==> src/rtl/mem_arbiter_pkg.sv <==
// mem_arbiter_pkg: shared state encoding, sizing defaults and owner type for the cache-fill arbiter
package mem_arbiter_pkg;
  localparam int DEF_MEM_LAT = 4;
  localparam int DEF_BURST_LEN = 8;
  localparam logic [2:0] ST_FLUSH = 3'd0;
  localparam logic [2:0] ST_IDLE = 3'd1;
  localparam logic [2:0] ST_ISSUE = 3'd2;
  localparam logic [2:0] ST_DRAIN = 3'd3;
  localparam logic [2:0] ST_WRITE = 3'd4;
  typedef enum logic {OWN_I, OWN_D} owner_e;
endpackage

==> src/rtl/arb_count3.sv <==
// arb_count3: 3-bit up counter with enable, synchronous clear and count==7 terminal flag
module arb_count3 (
  input  logic       clk,
  input  logic       rst,
  input  logic       en,
  input  logic       clr,
  output logic [2:0] cnt,
  output logic       tc
);
  always_ff @(posedge clk or negedge rst)
    if (!rst) cnt <= '0;
    else if (clr) cnt <= '0;
    else if (en) cnt <= cnt + 3'd1;
  assign tc = cnt == 3'd7;
endmodule

==> src/rtl/mem_arbiter.sv <==
// mem_arbiter: arbitrates I/D cache block fills and D write-through stores onto one pipelined memory
module mem_arbiter
  import mem_arbiter_pkg::*;
#(
  parameter int MEM_LAT = DEF_MEM_LAT,
  parameter int BURST_LEN = DEF_BURST_LEN
) (
  input  logic        clk,
  input  logic        rst,
  input  logic        i_miss,
  input  logic [15:0] i_miss_addr,
  input  logic        d_miss,
  input  logic [15:0] d_miss_addr,
  input  logic        d_wr_req,
  input  logic [15:0] d_wr_addr,
  input  logic [15:0] d_wr_data,
  output logic        mem_enable,
  output logic        mem_wr,
  output logic [15:0] mem_addr,
  output logic [15:0] mem_data_in,
  input  logic [15:0] mem_data_out,
  input  logic        mem_data_valid,
  output logic        i_data_valid,
  output logic        d_data_valid,
  output logic [15:0] fill_data,
  output logic [2:0]  fill_word,
  output logic        i_fill_done,
  output logic        d_fill_done,
  output logic        d_wr_ack,
  output logic        i_busy,
  output logic        d_busy
);
  localparam int WORD_W = $clog2(BURST_LEN);
  logic [2:0] state, nxt;
  owner_e owner;
  logic [14-WORD_W:0] blk;
  logic [2:0] issue_cnt, rtn_cnt;
  logic issue_tc, rtn_tc, grant, in_fill, strobe, last, flush_done, own_d;
  logic unused_addr_bits;
  assign unused_addr_bits = ^{i_miss_addr[WORD_W:0], d_miss_addr[WORD_W:0]};
  assign grant = state == ST_IDLE && !d_wr_req && (d_miss || i_miss);
  assign in_fill = state == ST_ISSUE || state == ST_DRAIN;
  assign strobe = in_fill && mem_data_valid;
  assign last = strobe && rtn_tc;
  assign own_d = owner == OWN_D;
  // The return counter doubles as the flush timer, so it is cleared when flush ends
  assign flush_done = state == ST_FLUSH && rtn_cnt == 3'(MEM_LAT - 1);
  arb_count3 u_issue (
    .clk(clk),
    .rst(rst),
    .en (state == ST_ISSUE),
    .clr(state != ST_ISSUE),
    .cnt(issue_cnt),
    .tc (issue_tc)
  );
  arb_count3 u_rtn (
    .clk(clk),
    .rst(rst),
    .en (state == ST_FLUSH || strobe),
    .clr(flush_done || state == ST_IDLE || state == ST_WRITE),
    .cnt(rtn_cnt),
    .tc (rtn_tc)
  );
  always_comb begin
    nxt = state;
    case (state)
      ST_FLUSH: nxt = flush_done ? ST_IDLE : ST_FLUSH;
      ST_IDLE:  nxt = d_wr_req ? ST_WRITE : (d_miss || i_miss) ? ST_ISSUE : ST_IDLE;
      ST_ISSUE: nxt = issue_tc ? ST_DRAIN : ST_ISSUE;
      ST_DRAIN: nxt = last ? ST_IDLE : ST_DRAIN;
      ST_WRITE: nxt = ST_IDLE;
      default:  nxt = ST_FLUSH;
    endcase
  end
  always_ff @(posedge clk or negedge rst)
    if (!rst) begin
      state <= ST_FLUSH;
      owner <= OWN_I;
      blk <= '0;
    end else begin
      state <= nxt;
      if (grant) begin
        owner <= d_miss ? OWN_D : OWN_I;
        blk <= d_miss ? d_miss_addr[15:WORD_W+1] : i_miss_addr[15:WORD_W+1];
      end
    end
  always_comb begin
    mem_enable = state == ST_ISSUE || state == ST_WRITE;
    mem_wr = state == ST_WRITE;
    mem_addr = state == ST_ISSUE ? {blk, issue_cnt[WORD_W-1:0], 1'b0} :
               state == ST_WRITE ? d_wr_addr : 16'h0;
    mem_data_in = state == ST_WRITE ? d_wr_data : 16'h0;
    d_wr_ack = state == ST_WRITE;
    fill_data = in_fill ? mem_data_out : 16'h0;
    fill_word = in_fill ? rtn_cnt : 3'd0;
    i_data_valid = strobe && !own_d;
    d_data_valid = strobe && own_d;
    i_fill_done = last && !own_d;
    d_fill_done = last && own_d;
    i_busy = in_fill && !own_d;
    d_busy = in_fill && own_d;
  end
endmodule

==> config.mk <==
export PLATFORM = sky130hd
export DESIGN_NAME = mem_arbiter
export DESIGN_NICKNAME = d
export VERILOG_FILES = /design/src/rtl/mem_arbiter_pkg.sv /design/src/rtl/arb_count3.sv /design/src/rtl/mem_arbiter.sv
export SDC_FILE = /design/constraint.sdc
export NUM_CORES = 1
export LEC_CHECK = 0
export CAP_MARGIN = 10
export CORE_MARGIN = 2
export CORE_UTILIZATION = 31
export CTS_CLUSTER_DIAMETER = 40
export CTS_CLUSTER_SIZE = 20
export DETAILED_ROUTE_END_ITERATION = 10
export MAX_ROUTING_LAYER = met4
export PLACE_DENSITY = 0.84
export SETUP_SLACK_MARGIN = 0.5
export SYNTH_ARGS = -nofsm -noshare
export SYNTH_HDL_FRONTEND = slang
export SYNTH_SLANG_ARGS = --single-unit
==> constraint.sdc <==
create_clock -name clk -period 2.1 [get_ports clk]
set_input_delay 0.63 -clock clk [delete_from_list [all_inputs] [get_ports clk]]
set_output_delay 0.63 -clock clk [all_outputs]
set_load 0.005 [all_outputs]
**After elaboration in Yosys (flattened, before gate mapping)**

Index checks and enable logic that the tools add are counted.

- Flip-flop bits (word level): 22
- Input port bits: 86
- Output and inout bits: 60

- $add $sub $neg: 2
- Equal/unequal tests: 8
- Muxes and demuxes: 17
- Reductions and logical operators: 22

Operators with widths:

| kind | count |
|---|---|
| $mux W16 | 4 |
| $mux W3 | 6 |
| $pmux W3 S5 | 1 |
| $mux W12 | 1 |
| $logic_and A1 B1 Y1 | 11 |
| $eq A3 B2 Y1 const B | 3 |
| $eq A3 B3 Y1 const B | 3 |
| $add A3 B1 Y3 const B | 2 |
| $logic_or A1 B1 Y1 | 6 |
| $mux W2 | 2 |
| $reduce_bool A2 Y1 | 2 |
| $eq A3 B1 Y1 const B | 1 |
| $logic_not A3 Y1 | 1 |
| $mux W1 | 3 |
| $ne A3 B2 Y1 const B | 1 |
| $logic_not A1 Y1 | 2 |

**Depth between registers and ports, before layout**

Gate-level depths: netlist of run 1.

- Depth after elaboration: 6
- Gate-level depth with buffers: 7

**Hierarchy**

From an unflattened synthesis of run 1, not the netlist that was laid out.

- Cells, all modules: 157
- Area total of the unflattened synthesis: 1614.0 sq um

Modules (own cells, without submodules):

| module | instances | cells an instance | area each (sq um) | seq. area each (sq um) |
|---|---|---|---|---|
| mem_arbiter | 1 | 135 | 1333.8 | 400.4 |
| arb_count3 | 2 | 11 | 140.1 | 75.1 |

**Least setup slack after synthesis of run 1**

OpenSTA, ideal clock, no wires.

- Path kind: register to output
- Start: register state[2]
- End: output mem_addr[10]
- Arrival: 1.307 ns
- Required time: 1.470 ns
- Path slack: 0.163 ns
- Stages on the path, launching flop included: 7
- Cell sequence: dfrtp_1 > buf_2 > inv_1 > nand2_1 > nor2_2 > buf_4 > a22o_1

- Word-level cells in the longest chain between the ends: 3
- Elaborated cells between the ends (all ways): 4

Ends and longest elaborated chain:

| what | RTL line | text |
|---|---|---|
| start, declared | mem_arbiter.sv:34 | `logic [2:0] state, nxt;` |
| start signal, assigned | mem_arbiter.sv:81 | `state <= nxt;` |
| $eq A3 B3 Y1 | mem_arbiter.sv:91 | `state == ST_WRITE ? d_wr_addr : 16'h0;` |
| $mux W16 | mem_arbiter.sv:91 |  |
| $mux W16 (*) | mem_arbiter.sv:90 | `mem_addr = state == ST_ISSUE ? {blk, issue_cnt[WORD_W-1:0], 1'b0} :` |
| end, declared | mem_arbiter.sv:19 | `output logic [15:0] mem_addr,` |

Every way passes the cells marked *; elsewhere a longest branch is shown, timed or not.

**Final worst setup path of run 1**

- Start: register state[0]
- End: output mem_addr[14]

Same word-level chain as after synthesis.

==> flow_summary.yaml, run 1 <==
run_status:
  status: "complete, but fails checks"
  violations: "setup timing"
clock_tree:
  cts_tree: "yes"
  htreeDepth: 1
  clkSlewWorstSetupHoldPaths_ps: 80
  cts_buffers: 3
  cts-root-buf: "clkbuf_8"
  clock-sinks: 22
  worstSkewPairLatency_ps: 270
  cts_buffer_depth: 2
drt:
  antenna_left: 0
  first_pass_iters: 4
  drc: 0
  drt_wl_total_um: 6260
  num_vias: 1948
  vias_per_cell: 4.68
  first_iter_violations: 88
  wire_per_inst_um: 15.0
placement:
  place.gp.congestion: 0.738
  dp_slack_ps: -454
  portBuffers: 137
  dp_hpwl_um: 4270
sta:
  holdWs_ps: 463
  hold_viol_final: 0
  finalCritPeriodShare_pct: 109
  rsz0062_at_grt: "yes"
  clock.fmax_ghz: 0.438
  worst_clock_skew_ps: 4.21
  layout_min_cycle_time_ps: 2290
  tightest_slew_ps: 422
  setup_violations: 54
  relSlewSlack_pct: 71.7
  worst_slack_ps: -185
  finalSetupTns_ps: -6770
  drv_slew: 0
synthesis:
  syn-instance-count: 170
  synth_cell_types: 30
  synth_area_leader_cell: "dfrtp_1"
  synth-seq-area-share_pct: 35.1
  ys_top_cells_by_area: "dfrtp_1, and2_1, a22o_1"
  syn_area_um2: 1570
  yosys_register_bits: 22
  synth_nets: 261
  yosys_warnings: 0
  avgSynthCellArea_um2: 9.23
  synth_top_area_share_pct: 35.1
die:
  dieArea_um2: 5650
  die_x_um: 75.1
  start_util_pct: 32.6
  core_area_um2: 4820
  die_h_um: 75.1
  rows: 25
  ios: 146
final_layout:
  fin_util_pct: 72.5
  area_growth_pct: 123
  fillCellCount: 379
  drive_above_1_share_pct: 45.6
  insertedDiodeCount: 0
  nets: 441
global_route:
  grt_usage_pct: 21.6
  grt_pass1_wl_um: 9090
  antenna_found_initial: 0
  first_global_vias: 1996
  grt_max_degree: 23
  gr-total-overflow: 0
pwr:
  leakagePower_uw: 0.00172
  total_power_uw: 3590
  peakVddDrop_uv: 609
  power_density_nw_per_um2: 1030
worst_setup_path:
  end_kind: "output port"
  startpoint_type: "register"
  cp.required_ps: 1470
  path_class: "register to output port"
  arrival_ps: 1660
  r2r_cells: 8
  crit_path_max_fanout: 10
job:
  drv_cap: 0
worst_hold_path:
  hold_path.class: "register to register"
  min_path_cells: 1
==> cells in the mapped netlist, drive strengths merged <==
library cell,instances
ha,5
dfrtp,22
a22o,16
nor2,24
nor4bb,1
nand2,4
o22ai,1
nor3,3
a21o,1
a221o,1
mux2i,13
inv,2
and2b,1
and2,40
a211oi,2
buf,12
nand3,1
nor4b,1
and3,1
a21oi,13
nor2b,1
xnor2,1
or2,1
clkbuf,3
==> worst max-delay path, stage by stage (launching register included) <==
cell and delay (ps):
dfrtp_1 400, or2_4 260, nor2_4 170, buf_12 130, buf_6 100, buf_16 100
a22o_1 120, buf_2 100
==> timing repair <==
item,in CTS,in global routing
cloned,3,0
hold buffers,0,0
setup buffers,22,8
resized for setup,302,26
setup endpoints to repair,77,74
pin swaps,30,15
==> state kept, by name, indices dropped and copies added, names as in the netlist <==
register / count
blk: 12
own_d: 1
state: 3
u_issue.cnt: 3
u_rtn.cnt: 3
==> path summary, 6_finish.rpt <==
kind | startpoint | endpoint | slack (ps)
max | state[0] | mem_addr[14] | -190
min | u_issue.cnt[0] | u_issue.cnt[0] | 460
max reg2reg | state[0] | u_rtn.cnt[1] | 340
min reg2reg | u_issue.cnt[0] | u_issue.cnt[0] | 460
max in group asynchronous | rst | state[2] | 1160
min in group asynchronous | rst | blk[11] | 700
==> logic make-up after synthesis <==
logic type	count (synthesis)	share of synthesized area, %
compound gates	34	16.3
xor+xnor	1	0.558
fa+ha+maj	5	3.99
buf+inv	17	7.42
flops	22	35.1
mux	13	8.29
simple gates	78	28.4
==> metal layers <==
metal	up-vias	share of wire [%]	global-route usage [%]
li1	940	-	-
met1	917	37	23.2
met2	82	53	40.4
met3	9	7.9	4.02
met4	0	1.3	5.85
met5	-	0	-
==> per-stage QoR <==
| stage | area [um^2] | cells |
|---|---|---|
| after floorplan | 1600 | 170 |
| after global placement | 3120 | 379 |
| after detailed placement | 3120 | 379 |
| after CTS | 3340 | 408 |
| after global routing | 3490 | 416 |
| final | 3490 | 416 |
==> layout by cell type (no fill, tap or decap), types with 2 or more instances in the layout <==
| cell type | instances |
|---|---|
| a21oi_2 | 5 |
| buf_6 | 40 |
| nor2_2 | 8 |
| ha_1 | 5 |
| nor2_1 | 11 |
| a22o_1 | 16 |
| clkdlybuf4s50_1 | 72 |
| and2_1 | 27 |
| dfrtp_1 | 21 |
| nand2_1 | 2 |
| nor3_1 | 3 |
| dlygate4sd2_1 | 5 |
| clkbuf_8 | 4 |
| buf_2 | 45 |
| buf_12 | 5 |
| mux2i_1 | 13 |
| and2_4 | 13 |
| a211oi_1 | 2 |
| a21oi_1 | 7 |
| buf_16 | 2 |
| buf_4 | 20 |
| nor2_4 | 5 |
==> layout make-up <==
cell class	instances	area [um^2]	share of cell area (%)
sequential	22	552	15.8
inverter	2	10.0	0.286
clock buffer	4	55.1	1.58
timing repair buffer	190	1760	50.4
multi-input combinational	131	1030	29.6
tap	67	83.8	2.40
==> report_power, final <==
group / internal [uW] / switching (uW)
Combinational: 1530 / 968
Sequential: 624 / 164
Clock: 167 / 144
Power figures use the tool's default switching activity.
==> inputs of run 2 (changes only) <==
- PLACE_DENSITY: 0.84 -> not set
- PLACE_DENSITY_LB_ADDON: not set -> 0.1
==> run 2 against run 1 <==
- the run still ends with setup timing left
- first-iteration DRC count down 8.0%
- clock power about the same
- cell count unchanged
- critical path depth down 1
- clock skew up 4.1 ps
- combinational power up 9.6%
- clock-buffer cell count unchanged
- sequential power up 4.9%
- total power up 7.6%
- utilization up 7.0 points
- largest cell class unchanged
==> flow_summary.yaml, run 2 (synthesis results as in run 1) <==
run_status:
  status: "complete, but fails checks"
  violations: "setup timing"
final_layout:
  area_growth_pct: 144
  fillCellCount: 328
  insertedDiodeCount: 0
  final_common_cell: "clkdlybuf4s50_1"
  layoutNonFillerInstCount: 416
  largest_reg_flops: 12
  regMostFlops: "blk"
  final_area_um2: 3830
  layout_common_cells: "clkdlybuf4s50_1, buf_6, and2_4, buf_2, dfrtp_1"
  nets: 441
  drive_above_1_share_pct: 52.4
global_route:
  grt_use_met1_pct: 25.0
  grt_max_degree: 23
  antenna_found_initial: 0
  grt.busiest_layer: "met2"
  gr-total-overflow: 0
  first_global_vias: 1801
  grtUsageMet2_pct: 33.4
  grt_usage_pct: 19.7
  grt_use_met3_pct: 4.28
  grt_pass1_wl_um: 8430
clock_tree:
  cts_buffers: 3
  cts-root-buf: "clkbuf_8"
  cts_tree: "yes"
  htreeDepth: 1
  worstSkewPairLatency_ps: 260
  clock-sinks: 22
  cts_hold_buf: 0
  cts_buffer_depth: 2
  clkSlewWorstSetupHoldPaths_ps: 90
worst_setup_path:
  crit_chain: "or2_4 > nor2_4 > buf_12 > buf_12 > and2_1 > clkdlybuf4s15_2"
  crit_path_max_fanout: 12
  startpoint_type: "register"
  worstPathBufferInverterCount: 3
  slowest_stage: "dfrtp_1"
  slowest_delay_ps: 410
  end_kind: "output port"
  path_class: "register to output port"
  cp.required_ps: 1470
  cp_common_cell: "buf_12"
  arrival_ps: 1660
  critPathTopFamily: "simple AND/OR/NAND/NOR gates"
drt:
  drt_wl_total_um: 6380
  vias_per_cell: 4.62
  first_iter_violations: 81
  num_vias: 1923
  first_pass_iters: 4
  antenna_left: 0
  wire_per_inst_um: 15.3
  drc: 0
placement:
  place.gp.congestion: 0.739
  portBuffers: 137
  dpl_cell_area_um2: 3140
  dpl.cell_count: 380
  dp_hpwl_um: 3880
die:
  die_x_um: 75.1
  rows: 25
  core_area_um2: 4820
  ios: 146
  dieArea_um2: 5650
  start_util_pct: 32.6
  die_h_um: 75.1
worst_hold_path:
  hold_path.class: "register to register"
sta:
  rsz0062_at_grt: "yes"
  tightest_slew_ps: 416
  relSlewSlack_pct: 72.1
  drv_slew: 0
  holdWs_ps: 498
  worst_slack_ps: -189
  finalCritPeriodShare_pct: 109
  hold_viol_final: 0
  clock.fmax_ghz: 0.437
  layout_min_cycle_time_ps: 2290
  worst_clock_skew_ps: 8.32
  setup_violations: 57
pwr:
  power_density_nw_per_um2: 1010
  leakagePower_uw: 0.00182
  peakVddDrop_uv: 762
job:
  drv_cap: 0
[run 2: cell types whose count changed in the layout (fill, tap and decap cells not counted), moves of 3 or more]
cell / delta
buf_2: -19
nor2_2: -5
and2_1: -15
dlygate4sd2_1: -3
buf_4: -6
buf_6: +16
a21oi_2: +6
nor2_1: -4
clkbuf_16: +5
a21oi_1: -6
nor2_4: +9
and2_4: +15
[run 2: worst paths after layout]
| path | start | end | slack (ps) | depth (start not counted) |
|---|---|---|---|---|
| max | state[1] | mem_data_in[11] | -190 | 6 |
| max reg2reg | state[1] | blk[10] | 470 | 7 |
| min in group asynchronous | rst | own_d | 710 | 2 |
| min reg2reg | u_issue.cnt[0] | u_issue.cnt[0] | 500 | 1 |
| min | u_issue.cnt[0] | u_issue.cnt[0] | 500 | 1 |
| max in group asynchronous | rst | blk[5] | 1160 | 2 |
[run 2: metal layers]
metal  vias up  share of wire, %
met5         -                 0
li1        947                 -
met2        73                54
met3         6               6.9
met1       897                39
met4         0              0.77
[run 2: what timing repair did]
action | 4_1_cts | 5_1_grt
cloned | 3 | 5
pin swaps | 38 | 17
setup buffers | 20 | 4
setup endpoints to repair | 77 | 73
gates resized for setup | 279 | 95
[run 2: where the power goes]
part | switching, uW | internal, uW | total [uW]
Combinational | 1020 | 1710 | 2730
Clock | 142 | 167 | 309
Sequential | 203 | 624 | 827
[run 2: final cells by class]
type	count	area (um^2)	share of cell area, %
clock buffer	4	55.1	1.44
timing repair buffer	190	1980	51.7
tap	67	83.8	2.19
inverter	2	7.51	0.196
sequential	22	551	14.4
multi-input combinational	131	1150	30.1
[run 2: per-stage QoR]
| step | utilization [%] | setup WS [ps] | TNS, ps | total power (uW) |
|---|---|---|---|---|
| after floorplan | - | 280 | 0 | 1680 |
| after global placement | 65.1 | -434 | -12090 | 2650 |
| after detailed placement | 65.1 | -445 | -12370 | 2700 |
| after CTS | 68.7 | -157 | -5070 | 3170 |
| after global routing | 79.6 | -260 | -9920 | 4130 |
| final | 79.6 | -189 | -6570 | 3870 |
==> inputs of run 3 (changes only) <==
- CORE_MARGIN: 2 -> not set
- GPL_TIMING_DRIVEN: not set -> 0
==> run 3 against run 2 <==
- the flow still finishes with violations (setup timing)
- register-to-register slack worse by 290 ps
- global-route usage rose by 3.6 points
- total power rose by 5.1%
- setup slack worse by 89 ps
- largest cell class unchanged
- clock power down 12%
- via count rose by 8.7%
==> flow_summary.yaml, run 3 (synthesis results as in run 1) <==
sta:
  clock.fmax_ghz: 0.420
  drv_slew: 0
  holdWs_ps: 503
  rsz0062_at_grt: "yes"
  layout_min_cycle_time_ps: 2380
  setup_violations: 54
  tightest_slew_ps: 968
  relSlewSlack_pct: 35.4
  finalCritPeriodShare_pct: 113
  worst_clock_skew_ps: 2.10
  worst_slack_ps: -278
  hold_viol_final: 0
clock_tree:
  clkSlewWorstSetupHoldPaths_ps: 80
  worstSkewPairLatency_ps: 270
  cts_buffers: 3
  htreeDepth: 1
  cts-root-buf: "clkbuf_8"
  clock-sinks: 22
  cts_buffer_depth: 2
  cts_tree: "yes"
die:
  ios: 146
  start_util_pct: 32.8
  die_x_um: 73.1
  dieArea_um2: 5350
  die_h_um: 73.1
  core_area_um2: 4790
  rows: 25
worst_setup_path:
  startpoint_type: "register"
  slowest_stage: "dfrtp_1"
  path_class: "register to output port"
  end_kind: "output port"
  arrival_ps: 1750
  crit_path_max_fanout: 6
  cp.required_ps: 1470
  worstSetupStartpoint: "state[0]"
  crit_chain: "buf_6 > or2_4 > nor2_4 > buf_12 > buf_6 > buf_6 > buf_6 > and2_4 > buf_6"
  slowest_delay_ps: 400
  reg2reg_from: "state[2]"
  cp_common_cell: "buf_6"
final_layout:
  seq_area_um2: 551
  multiInputGateArea_um2: 1130
  nets: 461
  final_common_cell: "buf_6"
  layout_common_cells: "buf_6, clkdlybuf4s50_1, buf_2, and2_4, dfrtp_1"
  regMostFlops: "blk"
  layoutNonFillerInstCount: 435
  area_growth_pct: 149
  drive_above_1_share_pct: 53.5
  fin_util_pct: 81.7
  insertedDiodeCount: 0
  fillCellCount: 296
  largest_reg_flops: 12
placement:
  portBuffers: 136
  dp_hpwl_um: 4060
  place.gp.congestion: 0.809
  dpl.cell_count: 373
drt:
  first_pass_iters: 4
  antenna_left: 0
  drc: 0
  drt_wl_total_um: 6970
  num_vias: 2090
  wire_per_inst_um: 16.0
  first_iter_violations: 71
  vias_per_cell: 4.80
global_route:
  grt_pass1_wl_um: 9310
  first_global_vias: 2048
  grt_max_degree: 23
  gr-total-overflow: 0
  antenna_found_initial: 0
  grt_usage_pct: 23.3
pwr:
  total_power_uw: 4060
  peakVddDrop_uv: 758
  power_density_nw_per_um2: 1040
  leakagePower_uw: 0.00189
run_status:
  violations: "setup timing"
  status: "complete, but fails checks"
worst_hold_path:
  hold_path.class: "input pin to async pin"
job:
  drv_cap: 0
[run 3: changes by cell type in the layout (fill, tap and decap cells not counted), sizes merged]
cell           change
buf               +24
clkbuf             -4
clkdlybuf4s50      -1
dlygate4sd2        +1
dlymetal6s2s       -1
[run 3: what timing repair did]
item                                    CTS  global route
resized for setup                       322            68
endpoints found under the setup margin   74            96
pin swaps                                50            16
gates cloned                              6             0
buffers inserted                         40            13
hold buffers                              0             0
[run 3: layout make-up]
class / instances / share of cell area [%]
inverters: 2 / 0.384
well taps: 67 / 2.14
repair buffers: 195 / 48.9
plain buffers: 15 / 4.48
clock buffers: 3 / 1.06
multi-input cells: 131 / 29.0
flip-flops and latches: 22 / 14.1
[run 3: path summary, 6_finish.rpt]
kind | slack [ps] | end | cells past startpoint
worst max-delay path | -280 | mem_data_in[3] | 9
worst min-delay path | 500 | blk[10] | 1
worst max register to register | 180 | blk[9] | 11
worst min register to register | 510 | u_issue.cnt[0] | 1
max in group asynchronous | 1010 | blk[11] | 1
min in group clk | 510 | u_issue.cnt[0] | 1
[run 3: power breakdown]
part | total (uW) | internal [uW] | switching [uW]
registers | 803 | 623 | 179
clock network | 273 | 129 | 144
logic | 2990 | 1850 | 1140
total | 4060 | 2600 | 1460
[run 3: per-stage QoR]
stage / instance area (um^2) / setup TNS (ps) / setup slack [ps]
global route: 3910 / -11950 / -341
CTS: 3550 / -8230 / -274
finish: 3910 / -9060 / -278
global placement: 3050 / -15380 / -474
floorplan: 1600 / 0 / 280
detailed placement: 3050 / -16600 / -488
[run 3: per-layer routing]
metal	track usage [%]	up-vias	wire, um
met5	-	-	0
met4	6.54	0	172
met3	5.11	17	477
met2	42.9	109	3820
met1	24.8	983	2500
li1	-	981	-
[run 3: critical path, delay by kind of cell (launching register included)]
family | cells | cell delay, ps
simple gates | 3 | 470
buf+inv | 6 | 580
flops | 1 | 400
